**src/rtl/issue_queue_pkg.sv**
```systemverilog
// Shared sizing, opcode constants and entry layout for the centralized issue queue.
package issue_queue_pkg;

   localparam int IQ_DEPTH     = 16;
   localparam int IDX_WIDTH    = 4;
   localparam int OPCODE_WIDTH = 7;
   localparam int PREG_WIDTH   = 6;
   localparam int AGE_WIDTH    = 5;
   localparam int NUM_GNT      = 4;
   localparam int NUM_WAKE     = 2;

   // RV64 major opcodes; MUL shares the OP major opcode with the integer ALU ops.
   localparam logic [OPCODE_WIDTH-1:0] OP_ALU   = 7'b0110011;
   localparam logic [OPCODE_WIDTH-1:0] OP_MUL   = 7'b0110011;
   localparam logic [OPCODE_WIDTH-1:0] OP_LOAD  = 7'b0000011;
   localparam logic [OPCODE_WIDTH-1:0] OP_STORE = 7'b0100011;

   typedef struct packed {
      logic                    valid;
      logic [OPCODE_WIDTH-1:0] op;
      logic [PREG_WIDTH-1:0]   src0_tag;
      logic                    rdy0;
      logic [PREG_WIDTH-1:0]   src1_tag;
      logic                    rdy1;
      logic [PREG_WIDTH-1:0]   dst_tag;
      logic [AGE_WIDTH-1:0]    age;
   } iq_entry_t;

   function automatic logic wake_hit(
      input logic [PREG_WIDTH-1:0]          tag,
      input logic [NUM_WAKE-1:0]            wake_valid,
      input logic [NUM_WAKE*PREG_WIDTH-1:0] wake_tag
   );
      logic hit;
      hit = 1'b0;
      for (int p = 0; p < NUM_WAKE; p++) begin
         if (wake_valid[p] && (wake_tag[p*PREG_WIDTH +: PREG_WIDTH] == tag)) hit = 1'b1;
      end
      return hit;
   endfunction

endpackage

```
**src/rtl/iq_entry.sv**
```systemverilog
// One issue-queue slot: captures a dispatched op, watches the wakeup bus, ages, and frees on grant.
module iq_entry
   import issue_queue_pkg::*;
(
   input  logic                          clk,
   input  logic                          clr,
   input  logic                          alloc,
   input  logic                          free,
   input  logic [OPCODE_WIDTH-1:0]       disp_op,
   input  logic [PREG_WIDTH-1:0]         disp_src0_tag,
   input  logic [PREG_WIDTH-1:0]         disp_src1_tag,
   input  logic [PREG_WIDTH-1:0]         disp_dst_tag,
   input  logic                          disp_rdy0,
   input  logic                          disp_rdy1,
   input  logic [NUM_WAKE-1:0]           wake_valid,
   input  logic [NUM_WAKE*PREG_WIDTH-1:0] wake_tag,
   output logic                          valid,
   output logic                          req,
   output logic [OPCODE_WIDTH-1:0]       op,
   output logic [PREG_WIDTH-1:0]         src0_tag,
   output logic [PREG_WIDTH-1:0]         src1_tag,
   output logic [PREG_WIDTH-1:0]         dst_tag,
   output logic [AGE_WIDTH-1:0]          age
);

   iq_entry_t e;

   // Alloc only targets an empty slot, so it never collides with a free of a live op.
   always_ff @(posedge clk) begin
      if (clr) begin
         e <= '0;
      end else if (alloc) begin
         e.valid    <= 1'b1;
         e.op       <= disp_op;
         e.src0_tag <= disp_src0_tag;
         e.src1_tag <= disp_src1_tag;
         e.dst_tag  <= disp_dst_tag;
         e.rdy0     <= disp_rdy0;
         e.rdy1     <= disp_rdy1;
         e.age      <= '0;
      end else if (free && e.valid) begin
         e.valid <= 1'b0;
         e.rdy0  <= 1'b0;
         e.rdy1  <= 1'b0;
         e.age   <= '0;
      end else if (e.valid) begin
         if (wake_hit(e.src0_tag, wake_valid, wake_tag)) e.rdy0 <= 1'b1;
         if (wake_hit(e.src1_tag, wake_valid, wake_tag)) e.rdy1 <= 1'b1;
         if (e.age != '1) e.age <= e.age + 1'b1;
      end
   end

   assign valid    = e.valid;
   assign req      = e.valid & e.rdy0 & e.rdy1;
   assign op       = e.op;
   assign src0_tag = e.src0_tag;
   assign src1_tag = e.src1_tag;
   assign dst_tag  = e.dst_tag;
   assign age      = e.age;

endmodule

```
**src/rtl/issue_queue.sv**
```systemverilog
// Allocate side of the 16-entry centralized issue queue: free-slot pick, grant decode, occupancy count.
module issue_queue
   import issue_queue_pkg::*;
(
   input  logic                               clk,
   input  logic                               rst,
   input  logic                               flush,
   input  logic                               disp_valid,
   output logic                               disp_ready,
   input  logic [OPCODE_WIDTH-1:0]            disp_op,
   input  logic [PREG_WIDTH-1:0]              disp_src0_tag,
   input  logic [PREG_WIDTH-1:0]              disp_src1_tag,
   input  logic                               disp_src0_rdy,
   input  logic                               disp_src1_rdy,
   input  logic [PREG_WIDTH-1:0]              disp_dst_tag,
   input  logic [1:0]                         wake_valid,
   input  logic [2*PREG_WIDTH-1:0]            wake_tag,
   input  logic [NUM_GNT-1:0]                 gnt_valid,
   input  logic [NUM_GNT*IDX_WIDTH-1:0]       gnt_idx,
   output logic [IQ_DEPTH*OPCODE_WIDTH-1:0]   iq_op,
   output logic [IQ_DEPTH-1:0]                iq_req,
   output logic [IQ_DEPTH*AGE_WIDTH-1:0]      iq_age,
   output logic [IQ_DEPTH*PREG_WIDTH-1:0]     iq_src0_tag,
   output logic [IQ_DEPTH*PREG_WIDTH-1:0]     iq_src1_tag,
   output logic [IQ_DEPTH*PREG_WIDTH-1:0]     iq_dst_tag,
   output logic [IDX_WIDTH:0]                 iq_count
);

   logic                 clr;
   logic                 alloc;
   logic                 found;
   logic                 disp_rdy0;
   logic                 disp_rdy1;
   logic [IQ_DEPTH-1:0]  valid;
   logic [IQ_DEPTH-1:0]  alloc_vec;
   logic [IQ_DEPTH-1:0]  free_vec;
   logic [IDX_WIDTH:0]   n_freed;

   assign clr        = rst | flush;
   assign disp_ready = (iq_count != (IDX_WIDTH+1)'(IQ_DEPTH));
   assign alloc      = disp_valid & disp_ready & ~clr;

   // x0 is hardwired ready; a same-cycle broadcast is bypassed into the new entry.
   assign disp_rdy0 = disp_src0_rdy | (disp_src0_tag == '0) | wake_hit(disp_src0_tag, wake_valid, wake_tag);
   assign disp_rdy1 = disp_src1_rdy | (disp_src1_tag == '0) | wake_hit(disp_src1_tag, wake_valid, wake_tag);

   always_comb begin
      alloc_vec = '0;
      found     = 1'b0;
      for (int i = 0; i < IQ_DEPTH; i++) begin
         if (!valid[i] && !found) begin
            alloc_vec[i] = alloc;
            found        = 1'b1;
         end
      end
   end

   // Duplicate grants collapse into one bit; grants to empty slots drop out of the count.
   always_comb begin
      free_vec = '0;
      for (int k = 0; k < NUM_GNT; k++) begin
         if (gnt_valid[k]) free_vec[gnt_idx[k*IDX_WIDTH +: IDX_WIDTH]] = 1'b1;
      end
      n_freed = '0;
      for (int i = 0; i < IQ_DEPTH; i++) begin
         n_freed = n_freed + {{IDX_WIDTH{1'b0}}, free_vec[i] & valid[i]};
      end
   end

   always_ff @(posedge clk) begin
      if (clr) iq_count <= '0;
      else     iq_count <= iq_count + {{IDX_WIDTH{1'b0}}, alloc} - n_freed;
   end

   for (genvar i = 0; i < IQ_DEPTH; i++) begin : g_entry
      iq_entry u_entry (
         .clk           (clk),
         .clr           (clr),
         .alloc         (alloc_vec[i]),
         .free          (free_vec[i]),
         .disp_op       (disp_op),
         .disp_src0_tag (disp_src0_tag),
         .disp_src1_tag (disp_src1_tag),
         .disp_dst_tag  (disp_dst_tag),
         .disp_rdy0     (disp_rdy0),
         .disp_rdy1     (disp_rdy1),
         .wake_valid    (wake_valid),
         .wake_tag      (wake_tag),
         .valid         (valid[i]),
         .req           (iq_req[i]),
         .op            (iq_op[i*OPCODE_WIDTH +: OPCODE_WIDTH]),
         .src0_tag      (iq_src0_tag[i*PREG_WIDTH +: PREG_WIDTH]),
         .src1_tag      (iq_src1_tag[i*PREG_WIDTH +: PREG_WIDTH]),
         .dst_tag       (iq_dst_tag[i*PREG_WIDTH +: PREG_WIDTH]),
         .age           (iq_age[i*AGE_WIDTH +: AGE_WIDTH])
      );
   end

endmodule

```
**config.mk**
```make
export PLATFORM = sky130hd
export DESIGN_NAME = issue_queue
export DESIGN_NICKNAME = d
export VERILOG_FILES = /design/src/rtl/issue_queue_pkg.sv /design/src/rtl/iq_entry.sv /design/src/rtl/issue_queue.sv
export SDC_FILE = /design/constraint.sdc
export NUM_CORES = 1
export LEC_CHECK = 0
export ABC_AREA = 1
export CORE_AREA = 2 2 247 249
export DETAILED_ROUTE_END_ITERATION = 10
export DIE_AREA = 0 0 249 251
export HOLD_SLACK_MARGIN = 0.1
export PLACE_DENSITY_LB_ADDON = 0.3
export SYNTH_ARGS = -nofsm -noshare
export SYNTH_HDL_FRONTEND = slang
export SYNTH_SLANG_ARGS = --single-unit
```
**constraint.sdc**
```tcl
create_clock -name clk -period 5.86 [get_ports clk]
set_input_delay 1.172 -clock clk [delete_from_list [all_inputs] [get_ports clk]]
set_output_delay 1.172 -clock clk [all_outputs]
set_load 0.02 [all_outputs]
```
==> out/summary.txt <==
Mapped Nets -> 4132
final design utilization -> 57.70%
wire length on met3 -> 13760 um
Clk Latency, worst-skew pair -> 0.64 ns
CP required -> 6.37 ns
Hold-fix buffers, CTS -> 0
Final ANT Viol Nets -> 0
Lkg Pwr -> 0.01309 uW
Worst-path clk slew -> 0.07 ns
vias in the first global route -> 25.89k
min Tclk post-route -> 5.396 ns
# DRC -> 0
RD Place Congestion -> 0.9585
Bufs and invs on worst path -> 7
syn avg cell area -> 7.388 um2
Root Driver -> clkbuf_16
# resized after CTS -> 0
status -> finished clean
worst setup path class -> in2reg
DR top layer -> met5
Layout Nets -> 4134
DR vias/cell -> 5.720
CP peak stage delay -> 0.53 ns
Top FF cell, synth -> dfxtp_1
Place WS -> -0.1311 ns
Critical Path Sink Type -> flop
crit path DAT -> 5.91 ns
routed length on met2 -> 49000 um
Final Max Tran Viols -> 0
fillers -> 5531
largest net degree at the start of global routing -> 283
metal1 wirelength -> 45100 um
Max H-tree Level -> 2
initial DRC count -> 3331
Post-Syn Area -> 29590 um2
critical path's slowest cell -> fa_1
worst relative slew slack -> 3.316%
IO Port Bufs -> 566
total grt overflow -> 0
Layout area overhead -> 16.60%
Final Power -> 8473 uW
routed len/inst -> 23.48 um
Max-cap violations -> 0
layout cell share with drive strength beyond 1 -> 6.831%
critical-path maximum fanout -> 3
final setup margin -> 0.4637 ns
Netlist cell types -> 51
CTS tree -> yes
CTS Buffer Depth -> 3
Final period util -> 92.09%
RSZ-0062 raised after global routing -> no
area of the core -> 59790 um2
Ys Warns -> 0
die area -> 62500 um2
PD cells -> 245.6 nW/um2
Hold Vio Cnt, Final -> 0
Initial Util -> 49.48%
first-pass iteration count of the detailed router -> 7
hold slack -> 0.4476 ns
FFs w/ async S/R, synth -> 0%
setup_tns -> 0 ns
top achievable clock speed -> 185.3 MHz
Die W -> 249 um
final setup vio count -> 0
Worst Hold Class -> reg2reg
peak supply drop -> 0.2281 mV
CP Launch Type -> input port
post-CTS setup buffers -> 0
final wirelength -> 113700 um
Vias -> 27.70k
EDFF count, synth -> 0
initial antenna violation count -> 8
chip height -> 251 um
sequential share of the synthesized area -> 36.06%
CTS Buf Count -> 59
Cells after Synth -> 4005
Seq cells post-synth -> 533
Top Ports -> 567
final setup skew -> 0.02597 ns
GRT Total Usage -> 35.18%
CTS sink count -> 533
worst-path cell chain -> clkdlybuf4s50_1, inv_1, nand2_1, nor2_1, nor4_1, buf_4, nor2_1, fa_1, inv_1, ha_1, fa_1, inv_1, fa_1, fa_1, inv_1, ha_1, ha_1, inv_1, fa_1, o21ai_0, a21oi_1
CP top delay family -> adder cells
Slew @ Worst Pin -> 1.450 ns
DP HPWL -> 78060 um
Core Rows -> 90
global-route wire length before repair -> 167000 um
R2R Setup Slk -> 1.57 ns
kinds of logic (layout without fill, tap and decap cells):
kind of cell | after synthesis | in the layout | share of synthesized area, %
AO/OA/AOI/OAI | 1094 | 1094 | 20.92
XOR/XNOR | 134 | 134 | 3.967
adder cells (fa/ha/maj) | 62 | 62 | 2.977
buffers and inverters | 1121 | 1171 | 20.74
flip-flops | 533 | 533 | 36.06
other | 0 | 6 | 0
AND/OR/NAND/NOR | 1061 | 1061 | 15.33
placed cells by master (no fill, tap or decap), drive strengths merged, types with 9 or more instances in the layout:
cell | synthesis | final
xor2 | 64 | 64
o21ai | 409 | 409
nor3 | 53 | 53
o211ai | 16 | 16
o221ai | 11 | 11
nand4 | 69 | 69
nand2 | 489 | 489
xnor2 | 70 | 70
a211oi | 89 | 89
nor4 | 9 | 9
buf | 547 | 120
nand3 | 82 | 82
inv | 377 | 383
nor2 | 327 | 327
clkdlybuf4s50 | 0 | 562
clkinv | 3 | 16
fa | 14 | 14
clkbuf | 194 | 77
a21oi | 392 | 392
o22ai | 134 | 134
o2111ai | 22 | 22
ha | 48 | 48
and3 | 20 | 20
dfxtp | 533 | 533
worst min-delay path, cell delays in order, from the launching register on:
cell and delay, ns:
dfxtp_1 0.30, inv_1 0.04, a21oi_1 0.05
report_power, final:
group	leakage, uW	switching [uW]	total [uW]	internal, uW
logic	0.00779	574	838	264
registers	0.00429	18.3	3660	3640
clock network	0.00100	1640	3980	2340
total	0.0131	2230	8470	6240
synth_stat cells (19+ instances only):
master | n | area share, %
dfxtp_1 | 533 | 36
buf_4 | 501 | 13
nand2_1 | 488 | 6.2
o21ai_0 | 405 | 6.9
a21oi_1 | 392 | 6.6
inv_1 | 369 | 4.7
nor2_1 | 323 | 4.1
clkbuf_1 | 194 | 2.5
o22ai_1 | 134 | 2.8
nand3_1 | 77 | 1.3
a211oi_1 | 70 | 1.8
xnor2_1 | 70 | 2.1
nand4_1 | 68 | 1.4
xor2_1 | 64 | 1.9
nor3_1 | 53 | 0.90
ha_1 | 48 | 2.0
buf_2 | 27 | 0.46
o2111ai_1 | 22 | 0.65
and3_1 | 20 | 0.42
a211oi_2 | 19 | 0.80
final cells by class:
| type | count | area [um2] | share of cell area (%) |
|---|---|---|---|
| timing repair buffer | 682 | 6529 | 18.92 |
| inverter | 380 | 1428 | 4.138 |
| tap | 782 | 978.4 | 2.836 |
| sequential | 533 | 10670 | 30.93 |
| clock buffer | 77 | 1644 | 4.766 |
| antenna | 6 | 15.01 | 0.04352 |
| multi-input combinational | 2351 | 12830 | 37.19 |
| clock inverter | 32 | 406.6 | 1.179 |
layer usage:
metal | GRT usage, % | vias up
met5 | 0 | -
met4 | 17.14 | 2
met3 | 10.80 | 363
met2 | 53.78 | 1587
met1 | 45.12 | 12880
li1 | - | 12870
metrics by stage:
| stage | cell area, um2 | std cells |
|---|---|---|
| after floorplan | 29590 | 4005 |
| after global placement | 32430 | 4728 |
| after detailed placement | 32430 | 4728 |
| after CTS | 34480 | 4837 |
| after global routing | 34490 | 4841 |
| final | 34500 | 4843 |
registers in the layout, indices dropped and copies added, names as in the netlist:
signal                    count
iq_count                      5
g_entry.u_entry.valid        16
g_entry.u_entry.op          112
g_entry.u_entry.src0_tag     96
g_entry.u_entry.src1_tag     96
g_entry.u_entry.age          80
g_entry.u_entry.dst_tag      96
g_entry.u_entry.e            32
final timing paths:
kind / depth (start not counted) / end / start
worst min register to register: 2 / g_entry[8].u_entry.op[4]$_SDFFE_PP0P_ / g_entry[8].u_entry.op[4]$_SDFFE_PP0P_
worst min-delay path: 2 / g_entry[8].u_entry.op[4]$_SDFFE_PP0P_ / g_entry[8].u_entry.op[4]$_SDFFE_PP0P_
worst max-delay path: 21 / iq_count[4]$_SDFF_PP0_ / gnt_idx[10]
worst max register to register: 17 / iq_count[4]$_SDFF_PP0_ / g_entry[4].u_entry.valid$_SDFFE_PP0P_
Power figures use the tool's default switching activity.
